===== src/rtl/shared_adder_arbiter_pkg.sv =====
// Shared definitions for the shared_adder_arbiter block: default sizes,
// grant-counter width and the result-register state encoding.
package shared_adder_arbiter_pkg;

  localparam int DEF_WIDTH = 32;
  localparam int DEF_N_REQ = 3;
  localparam int STAT_W    = 16;

  typedef enum logic {
    EMPTY = 1'b0,
    FULL  = 1'b1
  } out_state_e;

endpackage


===== src/rtl/shared_adder_arbiter_rr_arbiter.sv =====
// Round-robin arbiter: scans the request vector starting at ptr_i, wrapping
// from N_REQ-1 back to 0, and grants the first active requester.
module rr_arbiter #(
  parameter int N_REQ = 3,
  parameter int IW    = $clog2(N_REQ)
) (
  input  logic [N_REQ-1:0] req_i,
  input  logic [IW-1:0]    ptr_i,
  output logic [N_REQ-1:0] gnt_o,
  output logic [IW-1:0]    idx_o,
  output logic             any_o
);

  // Priority scan from the pointer; the first hit wins and later hits are ignored.
  always_comb begin
    int j;
    j     = 0;
    gnt_o = '0;
    idx_o = '0;
    any_o = 1'b0;
    for (int k = 0; k < N_REQ; k++) begin
      j = int'(ptr_i) + k;
      if (j >= N_REQ) j = j - N_REQ;
      if (!any_o && req_i[j]) begin
        any_o    = 1'b1;
        gnt_o[j] = 1'b1;
        idx_o    = IW'(j);
      end
    end
  end

endmodule


===== src/rtl/shared_adder_arbiter.sv =====
// shared_adder_arbiter: N_REQ requesters share one registered adder.
// A round-robin arbiter picks at most one request per cycle; the result
// register drains and refills in the same cycle when the consumer is ready.
// Optional feature: define SHARED_ADDER_ARB_STATS_EN to add per-requester
// 16-bit saturating grant counters on port stat_grants.
module shared_adder_arbiter
  import shared_adder_arbiter_pkg::*;
#(
  parameter int N_REQ = DEF_N_REQ,
  parameter int WIDTH = DEF_WIDTH,
  parameter int IW    = $clog2(N_REQ)
) (
  input  logic                   clk,
  input  logic                   reset,
  input  logic [N_REQ-1:0]       req_valid,
  input  logic [N_REQ*WIDTH-1:0] req_a,
  input  logic [N_REQ*WIDTH-1:0] req_b,
  output logic [N_REQ-1:0]       req_ready,
`ifdef SHARED_ADDER_ARB_STATS_EN
  output logic [N_REQ*STAT_W-1:0] stat_grants,
`endif
  output logic                   res_valid,
  input  logic                   res_ready,
  output logic [WIDTH-1:0]       res_sum,
  output logic                   res_carry,
  output logic [IW-1:0]          res_id
);

  out_state_e       state_q, state_d;
  logic [IW-1:0]    ptr_q, ptr_d;
  logic [WIDTH-1:0] sum_q;
  logic             carry_q;
  logic [IW-1:0]    id_q;

  logic [N_REQ-1:0] gnt;
  logic [IW-1:0]    gnt_idx;
  logic             gnt_any;
  logic             can_accept;
  logic             xfer;
  logic [WIDTH-1:0] a_sel, b_sel;
  logic [WIDTH:0]   add_full;

  rr_arbiter #(.N_REQ(N_REQ), .IW(IW)) u_arb (
    .req_i (req_valid),
    .ptr_i (ptr_q),
    .gnt_o (gnt),
    .idx_o (gnt_idx),
    .any_o (gnt_any)
  );

  // Accept when the result register is empty or is being drained this cycle;
  // nothing is accepted while reset is held.
  always_comb begin
    can_accept = (state_q == EMPTY) || res_ready;
    req_ready  = (can_accept && !reset) ? gnt : '0;
    xfer       = gnt_any && can_accept && !reset;
    a_sel      = req_a[gnt_idx*WIDTH +: WIDTH];
    b_sel      = req_b[gnt_idx*WIDTH +: WIDTH];
    add_full   = {1'b0, a_sel} + {1'b0, b_sel};
  end

  // Next-state for the result register and the round-robin pointer.
  always_comb begin
    state_d = state_q;
    ptr_d   = ptr_q;
    case (state_q)
      EMPTY:   if (xfer) state_d = FULL;
      FULL:    if (xfer) state_d = FULL;
               else if (res_ready) state_d = EMPTY;
      default: state_d = EMPTY;
    endcase
    if (xfer) ptr_d = (gnt_idx == IW'(N_REQ - 1)) ? '0 : gnt_idx + 1'b1;
  end

  // State, pointer and result registers; an accepted request loads the sum.
  always_ff @(posedge clk or posedge reset) begin
    if (reset) begin
      state_q <= EMPTY;
      ptr_q   <= '0;
      sum_q   <= '0;
      carry_q <= 1'b0;
      id_q    <= '0;
    end else begin
      state_q <= state_d;
      ptr_q   <= ptr_d;
      if (xfer) begin
        sum_q   <= add_full[WIDTH-1:0];
        carry_q <= add_full[WIDTH];
        id_q    <= gnt_idx;
      end
    end
  end

  assign res_valid = (state_q == FULL);
  assign res_sum   = sum_q;
  assign res_carry = carry_q;
  assign res_id    = id_q;

`ifdef SHARED_ADDER_ARB_STATS_EN
  logic [STAT_W-1:0] cnt_q [N_REQ];

  for (genvar i = 0; i < N_REQ; i++) begin : g_stat
    // Count transfers for requester i, sticking at all-ones.
    always_ff @(posedge clk or posedge reset) begin
      if (reset) begin
        cnt_q[i] <= '0;
      end else if (xfer && gnt_idx == IW'(i) && cnt_q[i] != {STAT_W{1'b1}}) begin
        cnt_q[i] <= cnt_q[i] + 1'b1;
      end
    end
    assign stat_grants[i*STAT_W +: STAT_W] = cnt_q[i];
  end
`endif

endmodule


===== config.mk =====
export PLATFORM = sky130hd
export DESIGN_NAME = shared_adder_arbiter
export DESIGN_NICKNAME = d
export VERILOG_FILES = /design/src/rtl/shared_adder_arbiter_pkg.sv /design/src/rtl/shared_adder_arbiter_rr_arbiter.sv /design/src/rtl/shared_adder_arbiter.sv
export SDC_FILE = /design/constraint.sdc
export NUM_CORES = 1
export LEC_CHECK = 0
export CAP_MARGIN = 0
export CORE_UTILIZATION = 25
export DETAILED_ROUTE_END_ITERATION = 8
export HOLD_SLACK_MARGIN = 0.08
export MAX_ROUTING_LAYER = met4
export PLACE_DENSITY_LB_ADDON = 0.25
export SLEW_MARGIN = 0
export SYNTH_ARGS = -nofsm -noshare
export SYNTH_HDL_FRONTEND = slang
export SYNTH_HIERARCHICAL = 1
export SYNTH_SLANG_ARGS = --single-unit

===== constraint.sdc =====
create_clock -name clk -period 4.7 [get_ports clk]
set_input_delay 0.94 -clock clk [delete_from_list [all_inputs] [get_ports clk]]
set_output_delay 0.94 -clock clk [all_outputs]
set_load 0.03 [all_outputs]

# Word level (Yosys, flattened, before mapping)
# Index checks and enable logic that the tools add are counted.
# W data, S select, Z words.
[totals]
inputBits = 198
elab_cells = 72
regBits = 38
[classes]
n_addsub = 7
bitwise = 3
n_lt_le_gt_ge = 9
muxes = 33
n_eq_ne = 1
shifts = 2
reduce_logical = 12
[ops]
columns = ["op", "n"]
rows = [
  ["$shiftx A96 B8 Y32", 2],
  ["$ge A32 B1 Y1 const B", 3],
  ["$lt A32 B4 Y1 const B", 3],
  ["$mux W32", 3],
  ["$ge A32 B3 Y1 const B", 2],
  ["$sub A32 B3 Y32 const B", 2],
  ["$add A32 B32 Y33", 1],
  ["$mux W1", 15],
  ["$mux W3", 4],
  ["$logic_and A1 B1 Y1", 8],
  ["$mux W2", 4],
  ["$bmux W1 S2", 3],
  ["$demux W1 S2", 3],
  ["$or A3 B3 Y3", 2],
  ["$add A2 B1 Y3 const B", 1],
  ["$add A2 B2 Y3 const B", 1],
  ["$logic_not A1 Y1", 3],
  ["$sub A2 B2 Y3 const B", 1],
  ["$add A2 B1 Y2 const B", 1],
  ["$eq A2 B2 Y1 const B", 1],
  ["$ge A2 B2 Y1 const B", 1],
  ["$pmux W1 S2", 1],
  ["$logic_or A1 B1 Y1", 1],
  ["$not A1 Y1", 1],
]

# Longest topological paths before layout
# Gate-level depths: netlist of the first run.
[logic_depth]
ltp_word = 16
mapped_depth = 22
ltp_nobuf = 18

# Modules after synthesis
# Netlist of the first run, hierarchy kept.
[by_module_without_submodules]
columns = ["module", "instances", "cells_per_inst", "area_per_inst_um2", "seq_area_each_um2"]
rows = [
  ["shared_adder_arbiter", 1, 613, 4594.4, 950.9],
  ["rr_arbiter", 1, 52, 381.6, 0.0],
]

# Worst setup path before layout of the first run
# Ideal clock, no wire load.
[synth_path]
path_kind = "input to register"
startpoint = "input req_valid[0]"
endpoint = "register sum_q[31], in the netlist res_sum[31]"
arrival_time_ns = 4.397
path_slack_ns = 0.175
setup_time_ns = 0.128
path_stages = 19
cell_sequence = "nand2b_1 > a21oi_1 > o211ai_1 > a21oi_1 > clkbuf_1 > nor2b_1 > clkbuf_1 > clkbuf_1 > nand2_1 > o21ai_0 > ha_1 > buf_2 > nand2_1 > o21ai_2 > a31o_1 > or4b_4 > o211ai_2 > o41ai_2 > mux2_1"
[synth_via]
elab_chain_cells = 12
word_cells_on_any_way = 24
cone_classes = "add/sub: 1; shift: 2; mux: 15; reduce/logical: 6"
[synth_rtl]
columns = ["element", "line", "rtl"]
rows = [
  ["start: declaration", "shared_adder_arbiter.sv:15", "input logic [N_REQ-1:0] req_valid,"],
  ["$bmux W1 S2", "shared_adder_arbiter_rr_arbiter.sv:24", "if (!any_o && req_i[j]) begin"],
  ["$mux W1 (not written as such) (2 in a row)", "shared_adder_arbiter_rr_arbiter.sv:24", ""],
  ["$mux W1", "shared_adder_arbiter_rr_arbiter.sv:24", ""],
  ["$logic_not A1 Y1", "shared_adder_arbiter_rr_arbiter.sv:24", ""],
  ["$logic_and A1 B1 Y1", "shared_adder_arbiter_rr_arbiter.sv:24", ""],
  ["$mux W1", "shared_adder_arbiter_rr_arbiter.sv:24", ""],
  ["$logic_not A1 Y1", "shared_adder_arbiter_rr_arbiter.sv:24", ""],
  ["$logic_and A1 B1 Y1", "shared_adder_arbiter_rr_arbiter.sv:24", ""],
  ["$mux W2 (*)", "shared_adder_arbiter_rr_arbiter.sv:24", ""],
  ["via gnt_idx[0]", "shared_adder_arbiter.sv:36", "logic [IW-1:0] gnt_idx;"],
  ["$shiftx A96 B8 Y32 (on tied branches)", "shared_adder_arbiter.sv:57, shared_adder_arbiter.sv:58", ""],
  ["$add A32 B32 Y33 (*)", "shared_adder_arbiter.sv:59", "add_full = {1'b0, a_sel} + {1'b0, b_sel};"],
  ["end signal: assignment", "shared_adder_arbiter.sv:87", "sum_q <= add_full[WIDTH-1:0];"],
  ["end: declaration", "shared_adder_arbiter.sv:31", "logic [WIDTH-1:0] sum_q;"],
]
# The timed path passes the listed nets; every way through them passes the cells marked *. The select of a mux whose other input is x is not followed.
# A chain may end at the register's enable or synchronous reset.

# Worst setup path after layout of the first run
[layout_path]
startpoint = "input req_valid[1]"
endpoint = "register sum_q[31], in the netlist res_sum[31]"
# The elaborated chain is that of the path after synthesis.

==> results of run 1 <==
[sequential cells by signal, indices dropped and copies added (netlist names)]
signal and flops:
ptr_q 2, res_valid 1, res_carry 1, res_sum 32, res_id 2
[critical path: stages]
cell	delay, ns
clkdlybuf4s50_1	0.53
mux2i_4	0.10
mux2i_4	0.19
mux2i_1	0.14
nor2_4	0.25
buf_6	0.17
buf_12	0.16
mux2i_2	0.22
o21ai_0	0.13
ha_1	0.38
a21oi_4	0.16
o21ai_2	0.08
a31o_1	0.23
or4b_4	0.48
o211ai_2	0.09
o41ai_2	0.10
mux2_1	0.31
[cell families (layout without fill, tap and decap cells)]
kind of cell | Yosys count | in the layout | share of synthesized area (%)
adder cells (fa/ha/maj) | 37 | 37 | 9.45
XOR/XNOR | 26 | 26 | 4.58
AND/OR/NAND/NOR | 223 | 223 | 19.9
AO/OA/AOI/OAI | 213 | 213 | 27.2
multiplexers | 71 | 71 | 14.9
flip-flops | 38 | 38 | 19.1
buffers and inverters | 57 | 389 | 4.93
[how the worst max path moves through the flow]
stage	from	end	slack [ns]	depth (start not counted)
2_1_floorplan	req_valid[0]	res_sum[31]	0.18	19
3_3_place_gp	req_valid[0]	res_sum[31]	-0.12	16
3_5_place_dp	req_valid[0]	res_sum[28]	-0.22	17
4_1_cts	req_valid[0]	res_sum[30]	0.08	17
5_1_grt	req_valid[1]	res_sum[28]	-0.02	18
6_report	req_valid[1]	res_sum[31]	0.17	17
[metrics by stage]
stage                     std cells  setup TNS (ns)
after global placement         1248          -0.786
after detailed placement       1248           -1.87
after floorplan                 665               0
after global routing           1262         -0.0626
after CTS                      1256               0
final                          1262               0
[area by class of cell]
cell class,count,area share [%]
clock buffers,7,1.62
clock inverters,1,0.0567
inverters,15,0.638
multi-input cells,570,44.1
flip-flops and latches,38,10.8
well taps,265,3.76
repair buffers,366,39.1
[timing repair]
item                       CTS  global route
setup buffers                0             5
gates resized for setup      0            23
setup endpoints to repair    0            19
[layer usage]
layer | vias up | part of all wire, % | routed length, µm
met1 | 2605 | 46 | 8280
met3 | 8 | 4.6 | 835
met2 | 160 | 49 | 8760
met5 | - | 0 | 0
li1 | 3056 | - | -
met4 | 0 | 0.55 | 98
[power by group]
group / internal [µW] / leakage (µW) / switching [µW]
clock network: 211 / 0.0000739 / 140
registers: 504 / 0.000468 / 102
logic: 3540 / 0.00312 / 3710
total: 4250 / 0.00366 / 3950
[cells in the final DEF (no fill, tap or decap), types with 3 or more instances in the layout]
cell type / n
clkdlybuf4s50_1: 235
nand2_1: 141
buf_4: 121
o21ai_0: 87
mux2i_1: 64
dfrtp_1: 38
ha_1: 36
a21oi_1: 32
nor2_1: 24
xor2_1: 15
inv_1: 13
o21ai_1: 13
xnor2_1: 11
nand3_1: 10
and2_1: 9
a21o_1: 8
clkbuf_16: 7
o211ai_1: 6
nor3_1: 6
nand4_1: 5
a21boi_1: 5
buf_12: 5
a21oi_2: 4
a211oi_2: 4
o21bai_1: 4
o31ai_1: 4
a31oi_1: 4
nor2b_1: 3
o22ai_1: 3
a211oi_1: 3
a21oi_4: 3
and3b_1: 3
a221oi_1: 3
o31ai_2: 3
nand2b_1: 3
==> flow_summary.ini, run 1 <==
[power]
p_leak_uw = 0.00366
power_uw = 8200
power_density_mw_per_mm2 = 930
peakVddDrop_mv = 0.306

[critical_path]
r2r_cells = 17
required_ns = 4.87
crit_path_max_fanout = 12
cp.arrival_ns = 4.69
endpoint_kind = register
reg2reg_slack_ns = 0.44
regToRegEndpoint = res_sum[31]
criticalPathCategory = in2reg
cp-start-kind = input port
reg2reg_from = ptr_q[0]

[route]
drc = 0
post_drt_wl_per_cell_um = 14.2
viasPerCell = 4.62
routed_wl_um = 18000
drtIter0Drc = 214
ant_nets = 0
vias = 5829
firstDrtPassIters = 5

[yosys]
yosysTopAreaCell = dfrtp_1
synthArstFlopShare_pct = 100
synth_top_area_share_pct = 19.1
synth_flop_cell = dfrtp_1
synth.most_common_cell = nand2_1
syn_nets = 900
synth-edff-count = 0
ys_ff_latch = 38
synth_area_leaders = dfrtp_1 (19%), mux2i_1 (13%), nand2_1 (11%)
synth.distinct_cells = 72
seq_area_frac_synth_pct = 19.1
syn_inst = 665
synth_warnings = 6
synthTopCellsByCount = nand2_1 (142), o21ai_0 (88), mux2i_1 (66)
avgSynthCellArea_um2 = 7.48
syn_area_mm2 = 0.00498

[min_path]
holdPathStages = 2
hp-class = reg2reg
holdPathEnd = res_sum[2]
worstHoldStart = res_sum[2]

[timing]
setup_violations = 0
hold_viol = 0
min_period_ns = 4.53
relSlewSlack_pct = 38.7
min_period_over_period_pct = 96.3
max_freq_mhz = 221
slew_violations = 0
clock_skew_ns = 0.00898
tightest_slew_ns = 0.918
hold_slack_ns = 0.472
rsz0062_at_grt = true
timing.final.ws_setup_ns = 0.174

[cts]
clockRootBuffer = clkbuf_16
clockBufferDepth = 2
clock-sinks = 38
htreeDepth = 2
cts_tree = yes
worstSkewPairLatency_ns = 0.28
cts_buffers = 5
clk_pin_slew_worst_paths_ns = 0.06
cts_hold_buf = 0

[final_layout]
synthToLayoutAreaGrowth_pct = 77.2
multi_input_area_mm2 = 0.00389
fillers = 1939
n_antenna_cell = 0
fin_nets = 1231
layout-drive-gt1-share_pct = 18.1
postLayoutCellArea_mm2 = 0.00882
final-seq-area_um2 = 951
post-route-util_pct = 45.3

[global_route]
use_met3_pct = 1.71
grt_use_total_pct = 17.1
busiest_layer = met2
met1_usage_pct = 21.8
grt_pass1_vias = 5470
grt_use_met2_pct = 29.7
grt_first_pass_wirelength_um = 27000
gr-total-overflow = 0
grt_max_degree = 39
antenna_found_initial = 0

[floorplan]
dieArea_mm2 = 0.0205
fp.dieH_um = 143
core-area_mm2 = 0.0195
pin_count = 237
die_w_um = 143
start_util_pct = 25.6
rows = 51

[run]
maxCapViolCount = 0

[place]
dpl_cell_area_mm2 = 0.00850
place_ws_ns = -0.219
globalplace.congestion = 0.873
port_buffers = 236
dp_hpwl_um = 14600

[status]
status = complete, no violations
No activity file was read; power rests on OpenSTA's default activity.
==> run 2: changes to the inputs <==
Settings changed: CAP_MARGIN 0 to not set.
==> results of run 2 <==
The final DEF is identical to that of run 1; final timing and power are the same.
